$ cat config.mk
export PLATFORM = sky130hd
export DESIGN_NAME = sync_flywheel
export DESIGN_NICKNAME = d
export VERILOG_FILES = /design/src/rtl/sync_pkg.sv /design/src/rtl/sync_win_cnt.sv /design/src/rtl/sync_flywheel.sv
export SDC_FILE = /design/constraint.sdc
export NUM_CORES = 1
export LEC_CHECK = 0
export BUFFER_PORTS_ARGS = -buffer_cell sky130_fd_sc_hd__clkbuf_2
export CAP_MARGIN = 10
export CORE_UTILIZATION = 35
export CTS_CLUSTER_DIAMETER = 200
export DETAILED_ROUTE_END_ITERATION = 6
export HOLD_SLACK_MARGIN = 0.1
export MAX_ROUTING_LAYER = met4
export PLACE_DENSITY = 0.58
export RECOVER_POWER = 25
export SKIP_CTS_REPAIR_TIMING = 1
export SLEW_MARGIN = 20
export SYNTH_ARGS = -nofsm -noshare
export SYNTH_HDL_FRONTEND = slang
export SYNTH_SLANG_ARGS = --single-unit
$ cat constraint.sdc
create_clock -name iclk -period 7.1 [get_ports iclk]
set_clock_uncertainty 0.1 [all_clocks]
set_input_delay 0.71 -clock iclk [delete_from_list [all_inputs] [get_ports iclk]]
set_output_delay 0.71 -clock iclk [all_outputs]
set_load 0.05 [all_outputs]
$ cat src/rtl/sync_pkg.sv
// Shared types and constants for the frame-sync flywheel.
// Lock states, status word layout and period width.
package sync_pkg;

   localparam int PER_W = 19;

   typedef enum logic [1:0] {
      SEARCH  = 2'd0,
      ACQUIRE = 2'd1,
      LOCK    = 2'd2,
      HOLD    = 2'd3
   } state_t;

   localparam int ST_STATE_LSB = 30;
   localparam int ST_CFG_BIT   = 29;
   localparam int ST_MISS_LSB  = 16;
   localparam int ST_HIT_LSB   = 8;
   localparam int ST_PERR_LSB  = 0;

   function automatic logic [7:0] sat_inc8(input logic [7:0] v);
      return (v == 8'hFF) ? v : v + 8'd1;
   endfunction

endpackage

$ cat src/rtl/sync_win_cnt.sv
// Frame-phase flywheel counter with acceptance window
// and early/late phase error of the current sample.
module sync_win_cnt
   import sync_pkg::*;
#(
   parameter int pWIN = 32
) (
   input  logic             iclk,
   input  logic             ireset,
   input  logic             i_run,
   input  logic             i_clr,
   input  logic             i_load,
   input  logic [PER_W-1:0] i_period,
   output logic             o_in_win,
   output logic             o_win_close,
   output logic             o_early,
   output logic             o_zero,
   output logic [15:0]      o_phase
);

   localparam logic [PER_W:0] L_WIN   = (PER_W+1)'(pWIN);
   localparam logic [PER_W:0] L_CLOSE = (PER_W+1)'(pWIN + 1);
   localparam logic [PER_W:0] L_ONE   = (PER_W+1)'(1);

   logic [PER_W-1:0] r_ph;
   logic [PER_W:0]   w_ph;
   logic [PER_W:0]   w_per;
   logic [PER_W:0]   w_early_lo;
   logic             w_late;

   assign w_ph       = {1'b0, r_ph};
   assign w_per      = {1'b0, i_period};
   assign w_early_lo = w_per - L_WIN;

   // ph never exceeds P-1, so only the lower edge of the early window matters
   assign o_early     = (w_ph >= w_early_lo);
   assign w_late      = (w_ph <= L_WIN);
   assign o_in_win    = o_early | w_late;
   assign o_win_close = (w_ph == L_CLOSE);
   assign o_zero      = (r_ph == '0);
   assign o_phase     = o_early ? (r_ph[15:0] - i_period[15:0])
                                : r_ph[15:0];

   always_ff @(posedge iclk or negedge ireset) begin
      if (!ireset) begin
         r_ph <= '0;
      end else if (i_clr) begin
         r_ph <= '0;
      end else if (i_load) begin
         r_ph <= PER_W'(1);
      end else if (i_run) begin
         r_ph <= (w_ph == w_per - L_ONE) ? '0 : r_ph + 1'b1;
      end
   end

endmodule

$ cat src/rtl/sync_flywheel.sv
// Frame-sync lock FSM: SEARCH/ACQUIRE/LOCK/HOLD around a
// phase flywheel, giving a periodic frame strobe and status.
module sync_flywheel
   import sync_pkg::*;
#(
   parameter int pWIN      = 32,
   parameter int pLOCK_CNT = 4,
   parameter int pMISS_MAX = 8
) (
   input  logic             iclk,
   input  logic             ireset,
   input  logic             iena,
   input  logic             isop,
   input  logic             ivrf_val,
   input  logic [PER_W-1:0] time_sop,
   output logic             ofrm_sop,
   output logic             olock,
   output logic [1:0]       ostate,
   output logic [15:0]      ophase_err,
   output logic [7:0]       omiss_cnt,
   output logic             ocfg_err,
   output logic [31:0]      ostat_data
);

   localparam logic [7:0]       L_LOCK = 8'(pLOCK_CNT);
   localparam logic [7:0]       L_MISS = 8'(pMISS_MAX);
   localparam logic [PER_W-1:0] L_MINP = PER_W'(2*pWIN + 2);

   state_t           r_state;
   logic [PER_W-1:0] r_period;
   logic [7:0]       r_hit_cnt;
   logic [7:0]       r_miss_cnt;
   logic             r_hit_flag;
   logic             r_frm_sop;
   logic             r_lock;
   logic             r_cfg_err;
   logic [15:0]      r_phase_err;
   logic [31:0]      r_stat;

   logic        w_in_win;
   logic        w_win_close;
   logic        w_early;
   logic        w_zero;
   logic [15:0] w_phase;
   logic        w_active;
   logic        w_acq;
   logic        w_hit;
   logic        w_hit_ok;
   logic        w_miss;
   logic        w_tout;
   logic        w_drop;
   logic        w_load;
   logic [7:0]  w_hit_inc;
   logic [7:0]  w_acq_inc;
   logic [31:0] w_stat;

   assign w_active = (r_state != SEARCH);
   assign w_acq    = iena & ~w_active & isop & ~r_cfg_err;
   assign w_hit    = w_active & isop & w_in_win & ~r_hit_flag;
   assign w_miss   = w_active & w_win_close & ~r_hit_flag;
   assign w_tout   = (r_state == HOLD) & (r_miss_cnt == L_MISS);
   // disable, hold timeout and acquire miss all win over a same-cycle SOP
   assign w_drop   = ~iena | w_tout | ((r_state == ACQUIRE) & w_miss);
   assign w_hit_ok = w_hit & ~w_drop;
   assign w_load   = ~w_drop & (w_acq | w_hit);

   assign w_hit_inc = sat_inc8(r_hit_cnt);
   assign w_acq_inc = (w_hit_inc > L_LOCK) ? L_LOCK : w_hit_inc;

   sync_win_cnt #(
      .pWIN(pWIN)
   ) u_win (
      .iclk       (iclk),
      .ireset     (ireset),
      .i_run      (w_active),
      .i_clr      (w_drop),
      .i_load     (w_load),
      .i_period   (r_period),
      .o_in_win   (w_in_win),
      .o_win_close(w_win_close),
      .o_early    (w_early),
      .o_zero     (w_zero),
      .o_phase    (w_phase)
   );

   always_comb begin
      w_stat = '0;
      w_stat[ST_CFG_BIT] = r_cfg_err;
      if (iena) begin
         w_stat[ST_STATE_LSB +: 2] = r_state;
         w_stat[ST_MISS_LSB  +: 8] = r_miss_cnt;
         w_stat[ST_HIT_LSB   +: 8] = r_hit_cnt;
         w_stat[ST_PERR_LSB  +: 8] = r_phase_err[7:0];
      end
   end

   always_ff @(posedge iclk or negedge ireset) begin
      if (!ireset) begin
         r_state     <= SEARCH;
         r_period    <= '0;
         r_hit_cnt   <= '0;
         r_miss_cnt  <= '0;
         r_hit_flag  <= 1'b0;
         r_frm_sop   <= 1'b0;
         r_lock      <= 1'b0;
         r_cfg_err   <= 1'b0;
         r_phase_err <= '0;
         r_stat      <= '0;
      end else begin
         r_cfg_err <= (time_sop < L_MINP);
         r_stat    <= w_stat;
         r_frm_sop <= ~w_drop & (w_acq | (w_active & w_zero)
                                 | (w_hit_ok & w_early));
         if (w_hit_ok) begin
            r_hit_flag  <= 1'b1;
            r_phase_err <= w_phase;
         end else if (w_win_close) begin
            r_hit_flag <= 1'b0;
         end
         if (w_drop) begin
            r_state    <= SEARCH;
            r_lock     <= 1'b0;
            r_hit_cnt  <= '0;
            r_miss_cnt <= '0;
            r_hit_flag <= 1'b0;
            if (!iena) r_phase_err <= '0;
         end else begin
            unique case (r_state)
               SEARCH: begin
                  if (w_acq) begin
                     r_state    <= ACQUIRE;
                     r_hit_cnt  <= 8'd1;
                     r_hit_flag <= 1'b1;
                     r_period   <= time_sop;
                  end
               end
               ACQUIRE: begin
                  if (w_hit) begin
                     r_hit_cnt <= w_acq_inc;
                     if ((w_acq_inc == L_LOCK) && ivrf_val) begin
                        r_state    <= LOCK;
                        r_lock     <= 1'b1;
                        r_miss_cnt <= '0;
                     end
                  end
               end
               LOCK: begin
                  if (w_hit) begin
                     r_hit_cnt  <= w_hit_inc;
                     r_miss_cnt <= '0;
                  end else if (w_miss) begin
                     r_state    <= HOLD;
                     r_miss_cnt <= 8'd1;
                  end
               end
               HOLD: begin
                  if (w_hit) begin
                     r_state    <= LOCK;
                     r_hit_cnt  <= w_hit_inc;
                     r_miss_cnt <= '0;
                  end else if (w_miss) begin
                     r_miss_cnt <= sat_inc8(r_miss_cnt);
                  end
               end
               default: ;
            endcase
         end
      end
   end

   assign ofrm_sop   = r_frm_sop;
   assign olock      = r_lock;
   assign ostate     = r_state;
   assign ophase_err = r_phase_err;
   assign omiss_cnt  = r_miss_cnt;
   assign ocfg_err   = r_cfg_err;
   assign ostat_data = r_stat;

endmodule

==> qor.csv, run 1 <==
stage,metric,value,unit
place,Post-Place Cell Area,7410,um2
global_routing,met1 Usage GRT,25.5,%
clock_network,htree depth,3,
cells_and_area,Layout area overhead,12.8,%
synth,Yosys reg bits,103,
synth,Synth cell types,67,
global_routing,initial antenna violation count,0,
sta,Slew Limit Fails,53,
clock_network,maximum buffer depth of the clock tree,2,
synth,Synth area leaders,"dfrtp_1 38%, ha_1 6.8%, xnor2_1 4.6%, mux2_2 3.3%, nor2_1 2.9%",
synth,Mapped Avg Cell Area,9.01,um2
worst_setup_path,Setup CP Type,register to register,
synth,top post-synthesis cells by count,"103 x dfrtp_1, 53 x nor2_1, 48 x nand2_1",
worst_setup_path,crit path max fanout,23,
power_and_ir_drop,Pwr Density,240,nW/um2
drt,number of iterations in the first detailed-routing pass,5,
cells_and_area,fraction of layout cells with a size suffix above 1,15.9,%
clock_network,CTS tree,yes,
run_status,failing checks,"capacitance limit, slew limit",
global_routing,vias in the first global route,5802,
global_routing,largest net degree at the start of global routing,53,
global_routing,"Remaining Overflow, GRT",0,
drt,wire length per cell,17.1,um
global_routing,first-pass GRT wire length,30000,um
synth,Yosys top cell by area,dfrtp_1,
floorplan,# IOs,85,
drt,DRC errors left,0,
floorplan,Starting Density,36.1,%
global_routing,GR Layer Usage met3,2.29,%
floorplan,row count,50,
drt,remaining antenna violation count after routing,0,
place,post-DP HPWL,13600,um
power_and_ir_drop,Design Power,1850,uW
drt,aggregate routed wire length,18400,um
sta,Fmax,0.176,GHz
floorplan,core area,19000,um2
worst_setup_path,CP startpoint kind,register,
sta,slew at the pin closest to its max-slew limit,2.87,ns
place,RD Place Congestion,0.973,
clock_network,clk slew on worst S/H paths,0.07,ns
synth,Synth warnings,0,
synth,"Seq/Total Area, Yosys",37.7,%
cells_and_area,layout net count,874,
sta,worst hold slack,0.413,ns
cells_and_area,number of diodes,0,
clock_network,CTS Sinks,103,
run,Max-Cap Viols,1,
sta,setup TNS,0,ns
power_and_ir_drop,peak supply drop,0.000133,V
clock_network,CTS Buf Count,9,
sta,max_slew headroom,-91.6,%
global_routing,most used routing layer in global routing,met2,
run_status,outcome,"finished, violations left",
worst_setup_path,Worst EP arrival,5.87,ns
synth,asr flop ratio synth,100,%
sta,post-layout min period,5.69,ns
synth,predominant post-synthesis flop cell,dfrtp_1,
sta,final setup fails,0,
sta,Tcrit/Tclk final,80.1,%
clock_network,CTS root buf,clkbuf_16,
clock_network,clock latency on the worst-skew pair,0.37,ns
sta,RSZ-0062 raised after global routing,no,
synth,Synth top area share,37.7,%
global_routing,Total GRT Usage,19.7,%
floorplan,Die X,142,um
drt,Vias/cell,5.51,
drt,routed vias,5935,
floorplan,Die Ht,142,um
floorplan,Die Footprint,20100,um2
sta,Final Hold Fails,0,
drt,initial DRC count,331,
cells_and_area,cell area after layout,7710,um2
synth,Post-Syn Instances,759,
synth,"EDFF count, synth",0,
worst_setup_path,CP Capture Type,register,
power_and_ir_drop,leakage,0.00343,uW
worst_setup_path,critical path data required time,7.28,ns
global_routing,global routing usage on met2,30.9,%
synth,synthesized area,6840,um2
worst_hold_path,Hold WC Path Type,register to register,
place,# port buffers,79,
synth,"count leader, synth",dfrtp_1,
## worst max-delay path, stage by stage, from the launching register on
cell and delay, ns:
dfrtp_1 0.47, inv_1 0.12, ha_1 0.23, nor3b_1 0.43, nand3_1 0.23, or3_1 0.37
xor2_1 0.15, ha_1 0.29, and3_1 0.21, a221oi_1 0.27, o221ai_1 0.19, o21a_1 0.44
o21ai_1 0.61, and3_1 0.81, nand3_1 0.41, o22ai_1 0.26
## cell usage in the layout, fill, tap and decap left out, drive strengths merged, types with 5 or more instances in the layout
cell type	Yosys	routed
nand2b	7	7
conb	1	5
nand4	21	21
o31ai	8	8
or4	12	12
o21ai	26	26
a21o	11	11
nand3	35	35
or3	5	5
a21oi	35	35
ha	37	37
o41ai	6	6
and2	23	23
mux2i	14	14
mux2	20	20
nor3	18	18
xnor2	36	36
xor2	13	13
nor2	53	53
a31oi	25	25
nand2	48	48
inv	44	46
o22ai	9	9
dfrtp	103	103
and3	13	13
buf	15	7
nor4	18	18
clkbuf	33	89
## registers in the layout (all words and copies together), names as in the netlist
register / flops
ocfg_err: 1
ofrm_sop: 1
olock: 1
omiss_cnt: 8
ophase_err: 16
ostat_data: 27
ostate: 2
r_hit_cnt: 8
r_hit_flag: 1
r_period: 19
u_win.r_ph: 19
## metal layers
layer  vias to the layer above  routed length (um)
li1                       2873                   -
met1                      2914                8810
met2                       115                8590
met3                        33                 458
met4                         0                 529
met5                         -                   0
## through the flow
step                utilization (%)  std cells  setup WS (ns)
floorplan                         -        763           2.69
global placement               39.1       1061           1.63
detailed placement             39.1       1061           1.48
CTS                            40.7       1077           1.43
global route                   40.7       1077          0.853
finish                         40.7       1077           1.41
## where the power goes
| part | internal, uW | switching, uW | total, uW |
|---|---|---|---|
| clock network | 279 | 239 | 518 |
| logic | 240 | 345 | 584 |
| registers | 639 | 110 | 749 |
| total | 1160 | 694 | 1850 |
## path summary, 6_finish.rpt
check                                  to  slack, ns           start  depth (start not counted)
setup reg to reg            u_win.r_ph[9]       1.41     r_period[5]                         15
max in group asynchronous  ophase_err[14]       3.82          ireset                          2
setup / recovery            u_win.r_ph[9]       1.41     r_period[5]                         15
hold reg to reg            ophase_err[11]       0.41  ophase_err[11]                          2
min in group asynchronous        ocfg_err       1.18          ireset                          1
hold / removal             ophase_err[11]       0.41  ophase_err[11]                          2
## final cells by class
| type | instances | area [um2] |
|---|---|---|
| multi-input combinational | 568 | 3890 |
| timing repair buffer | 86 | 445 |
| clock inverter | 6 | 76.3 |
| sequential | 103 | 2580 |
| tap | 260 | 325 |
| inverter | 44 | 165 |
| fill | 1948 | 11200 |
| clock buffer | 10 | 229 |
## logic make-up after synthesis
group | synth area share (%)
compound gates | 16.2
xor+xnor | 6.28
fa+ha+maj | 7.21
buf+inv | 5.66
flops | 37.7
mux | 5.34
other cells | 0.0549
simple gates | 21.6
Power figures use the tool's default switching activity.
==> inputs of run 2 (changes only) <==
ABC_AREA = 1   (was default)
PLACE_DENSITY = 0.57   (was 0.58)
clock period = 5.8 ns   (was 7.1 ns; I/O delays follow)
==> run 2 against run 1 <==
  * The flow still finishes with violations (capacitance limit, slew limit)
  * Final cell count rose by 26%
  * Non-clock buffer count fell by 4
  * Sequential share of layout area is 2.1 points lower
  * Critical path depth decreased by 3
  * Global-route usage grew 0.59 points
  * Sequential cell count unchanged
  * Combinational power rose to 2.8 times the previous value
  * Die area is 7.6% higher
  * Setup slack improved by 0.30 ns
  * Cell area rose by 6.7%
  * Hold slack got worse by 0.071 ns
  * Highest routed layer unchanged
==> qor.csv, run 2 <==
stage,metric,value,unit,change
worst_setup_path,crit path max fanout,38,,+65%
worst_setup_path,CP Capture Type,register,,
worst_setup_path,CP max stage delay,1.12,ns,+0.31 ns
synth,synthesized area,7360,um2,+7.7%
synth,asr flop ratio synth,100,%,unchanged
drt,remaining antenna violation count after routing,0,,unchanged
sta,fin worst setup slack,1.71,ns,+0.302 ns
clock_network,maximum buffer depth of the clock tree,2,,unchanged
floorplan,# IOs,85,,unchanged
cells_and_area,fin cells,1356,,+26%
synth,Post-Syn Instances,1021,,+35%
power_and_ir_drop,peak supply drop,0.000175,V,+31%
worst_setup_path,critical path data required time,5.95,ns,-1.33 ns
sta,Fmax,0.245,GHz,
place,RD Place Congestion,0.894,,-8.1%
synth,Synth area leaders,"dfrtp_1 35%, nand2_1 13%, inv_1 6.5%, ha_1 6.3%, nor2_1 5.2%",,
floorplan,Starting Density,36.0,%,about the same
sta,slew at the pin closest to its max-slew limit,2.85,ns,-0.0239 ns
clock_network,CTS Sinks,103,,unchanged
power_and_ir_drop,Pwr Density,403,nW/um2,+68%
synth,Synth cell types,50,,-25%
worst_setup_path,CP max stage cell,clkbuf_1,,
sta,max_slew headroom,-90.0,%,+1.6 points
synth,"EDFF count, synth",0,,unchanged
synth,Synth warnings,0,,unchanged
cells_and_area,cell area after layout,8230,um2,+6.7%
run,Max-Cap Viols,2,,+1
cells_and_area,FF/Latch Area,2580,um2,unchanged
sta,Tcrit/Tclk final,70.5,%,
cells_and_area,"most common cell after layout, fill and taps aside",nand2_1,,
worst_setup_path,CP startpoint kind,primary input,,
global_routing,largest net degree at the start of global routing,53,,unchanged
floorplan,Die Footprint,21600,um2,+7.6%
floorplan,Die X,147,um,+3.7%
drt,wire length per cell,15.0,um,-12%
drt,aggregate routed wire length,20300,um,+10%
sta,post-layout min period,4.09,ns,
drt,routed vias,6766,,+14%
run_status,outcome,"finished, violations left",,
synth,Synth top area share,35.0,%,-2.7 points
global_routing,initial antenna violation count,0,,unchanged
global_routing,first-pass GRT wire length,33500,um,+11%
power_and_ir_drop,leakage,0.00447,uW,+30%
cells_and_area,fraction of layout cells with a size suffix above 1,12.2,%,-3.7 points
worst_setup_path,Crit path max-delay family,buffers and inverters,,
place,# port buffers,79,,unchanged
synth,Yosys reg bits,103,,unchanged
power_and_ir_drop,Design Power,3320,uW,+79%
synth,Mapped Avg Cell Area,7.21,um2,-20%
floorplan,row count,52,,+4.0%
place,Placed Cells,1341,,+26%
sta,RSZ-0062 raised after global routing,no,,
cells_and_area,area of the multi-input gates,4090,um2,+4.9%
floorplan,Die Ht,147,um,+3.7%
clock_network,CTS root buf,clkbuf_16,,
sta,setup TNS,0,ns,unchanged
sta,final setup fails,0,,unchanged
sta,Final Hold Fails,0,,unchanged
synth,"count leader, synth",nand2_1,,
run_status,failing checks,"capacitance limit, slew limit",,
synth,Yosys top cell by area,dfrtp_1,,
cells_and_area,filler cell count in the final layout,2213,,+14%
synth,top post-synthesis cells by count,"252 x nand2_1, 127 x inv_1, 103 x dfrtp_1",,
drt,initial DRC count,405,,+22%
synth,predominant post-synthesis flop cell,dfrtp_1,,
clock_network,clk slew on worst S/H paths,0.08,ns,about the same
cells_and_area,number of diodes,0,,unchanged
clock_network,clock latency on the worst-skew pair,0.36,ns,about the same
cells_and_area,Layout area overhead,11.7,%,
drt,number of iterations in the first detailed-routing pass,6,,+1
worst_hold_path,Hold WC Path Type,primary input to register,,
worst_setup_path,Setup CP Type,primary input to register,,
global_routing,vias in the first global route,6323,,+9.0%
cells_and_area,most frequent cells in the layout,"252 x nand2_1, 127 x inv_1, 103 x dfrtp_1",,
global_routing,"Remaining Overflow, GRT",0,,unchanged
cells_and_area,Largest register FFs,27,,unchanged
worst_setup_path,WP buf/inv,5,,+4
worst_setup_path,crit path cell chain,clkbuf_1 > inv_1 > nor2_2 > nand2_1 > clkinv_1 > o22ai_1 > inv_1 > nand2_1 > inv_1 > nand3_1 > nand2_1 > nand2_1,,
synth,"Seq/Total Area, Yosys",35.0,%,-2.7 points
place,Post-Place Cell Area,7940,um2,+7.1%
place,post-DP HPWL,15500,um,+14%
clock_network,CTS tree,yes,,
drt,DRC errors left,0,,unchanged
worst_setup_path,CP dominant cell by count,nand2_1,,
drt,Vias/cell,4.99,,-9.5%
place,pre-CTS setup slack,1.83,ns,+0.351 ns
global_routing,Total GRT Usage,20.3,%,+0.59 points
worst_setup_path,Worst EP arrival,4.24,ns,-1.63 ns
clock_network,CTS Buf Count,9,,unchanged
clock_network,htree depth,3,,unchanged
floorplan,core area,20400,um2,+7.8%
cells_and_area,layout net count,1144,,+31%
sta,Slew Limit Fails,92,,+74%
==> run 2: changes by cell type after synthesis, sizes merged, moves of 17 or more <==
| cell | change |
|---|---|
| a31oi | -21 |
| xor2 | +24 |
| and2 | -23 |
| mux2 | -20 |
| o21ai | +47 |
| inv | +91 |
| nand2 | +211 |
| nor2 | +59 |
| clkbuf | -17 |
| nand3 | +31 |
| xnor2 | -19 |
==> run 2: cell families after synthesis <==
family	count (synthesis)	synth area share, %
other	1	0.0509
buffers and inverters	172	9.73
and+or+nand+nor	508	31.5
AOI/OAI and AO/OA	145	10.7
DFF	103	35.0
xor gates and xnor gates	54	6.42
adders and majority gates	38	6.56
==> run 2: metal layers <==
layer  track usage [%]  part of all wire (%)
met4              6.19                   1.6
met3              2.61                   3.9
met5                 -                     0
met1              28.2                    49
met2              30.6                    45
==> run 2: path summary, 6_finish.rpt <==
path | cells after the start | start | endpoint | slack (ns)
max | 12 | iena | ostate[1] | 1.71
min | 3 | time_sop[0] | r_period[0] | 0.34
max reg2reg | 18 | r_period[5] | ophase_err[5] | 2.05
min reg2reg | 2 | ophase_err[4] | ostat_data[4] | 0.40
max in group asynchronous | 2 | ireset | r_period[8] | 2.66
min in group asynchronous | 1 | ireset | r_period[10] | 1.04
==> run 2: worst reg2reg max path, stage by stage, from the launching register on <==
cell,delay (ns)
dfrtp_1,0.42
inv_1,0.20
ha_1,0.27
nand2_2,0.15
nor2_8,0.15
nand2_4,0.09
nor2_8,0.12
xor2_1,0.15
inv_1,0.05
ha_1,0.30
nand2_1,0.05
o21ai_0,0.19
nand2_1,0.07
nand2_1,0.07
nand2_2,0.10
nand2_1,0.42
inv_1,0.32
o21ai_0,0.29
a21oi_1,0.10
==> run 2: layout make-up <==
type | count | area share [%]
Multi-Input combinational cell | 750 | 49.7
Sequential cell | 103 | 31.3
Inverter | 136 | 6.23
Timing Repair Buffer | 82 | 5.05
Tap cell | 270 | 4.11
Clock buffer | 9 | 2.74
Clock inverter | 6 | 0.882
==> run 2: where the power goes <==
part           switching, uW  leakage [uW]  internal (uW)
clock                    298      0.000149            340
combinational           1140       0.00293            514
sequential               182       0.00139            842
total                   1620       0.00447           1700
==> run 2: per-stage QoR <==
step                utilization [%]  hold slack (ns)
floorplan                         -            0.184
finish                         40.3            0.342
detailed placement             38.8            0.378
CTS                            40.3            0.181
global placement               38.8            0.375
global route                   40.3            0.320
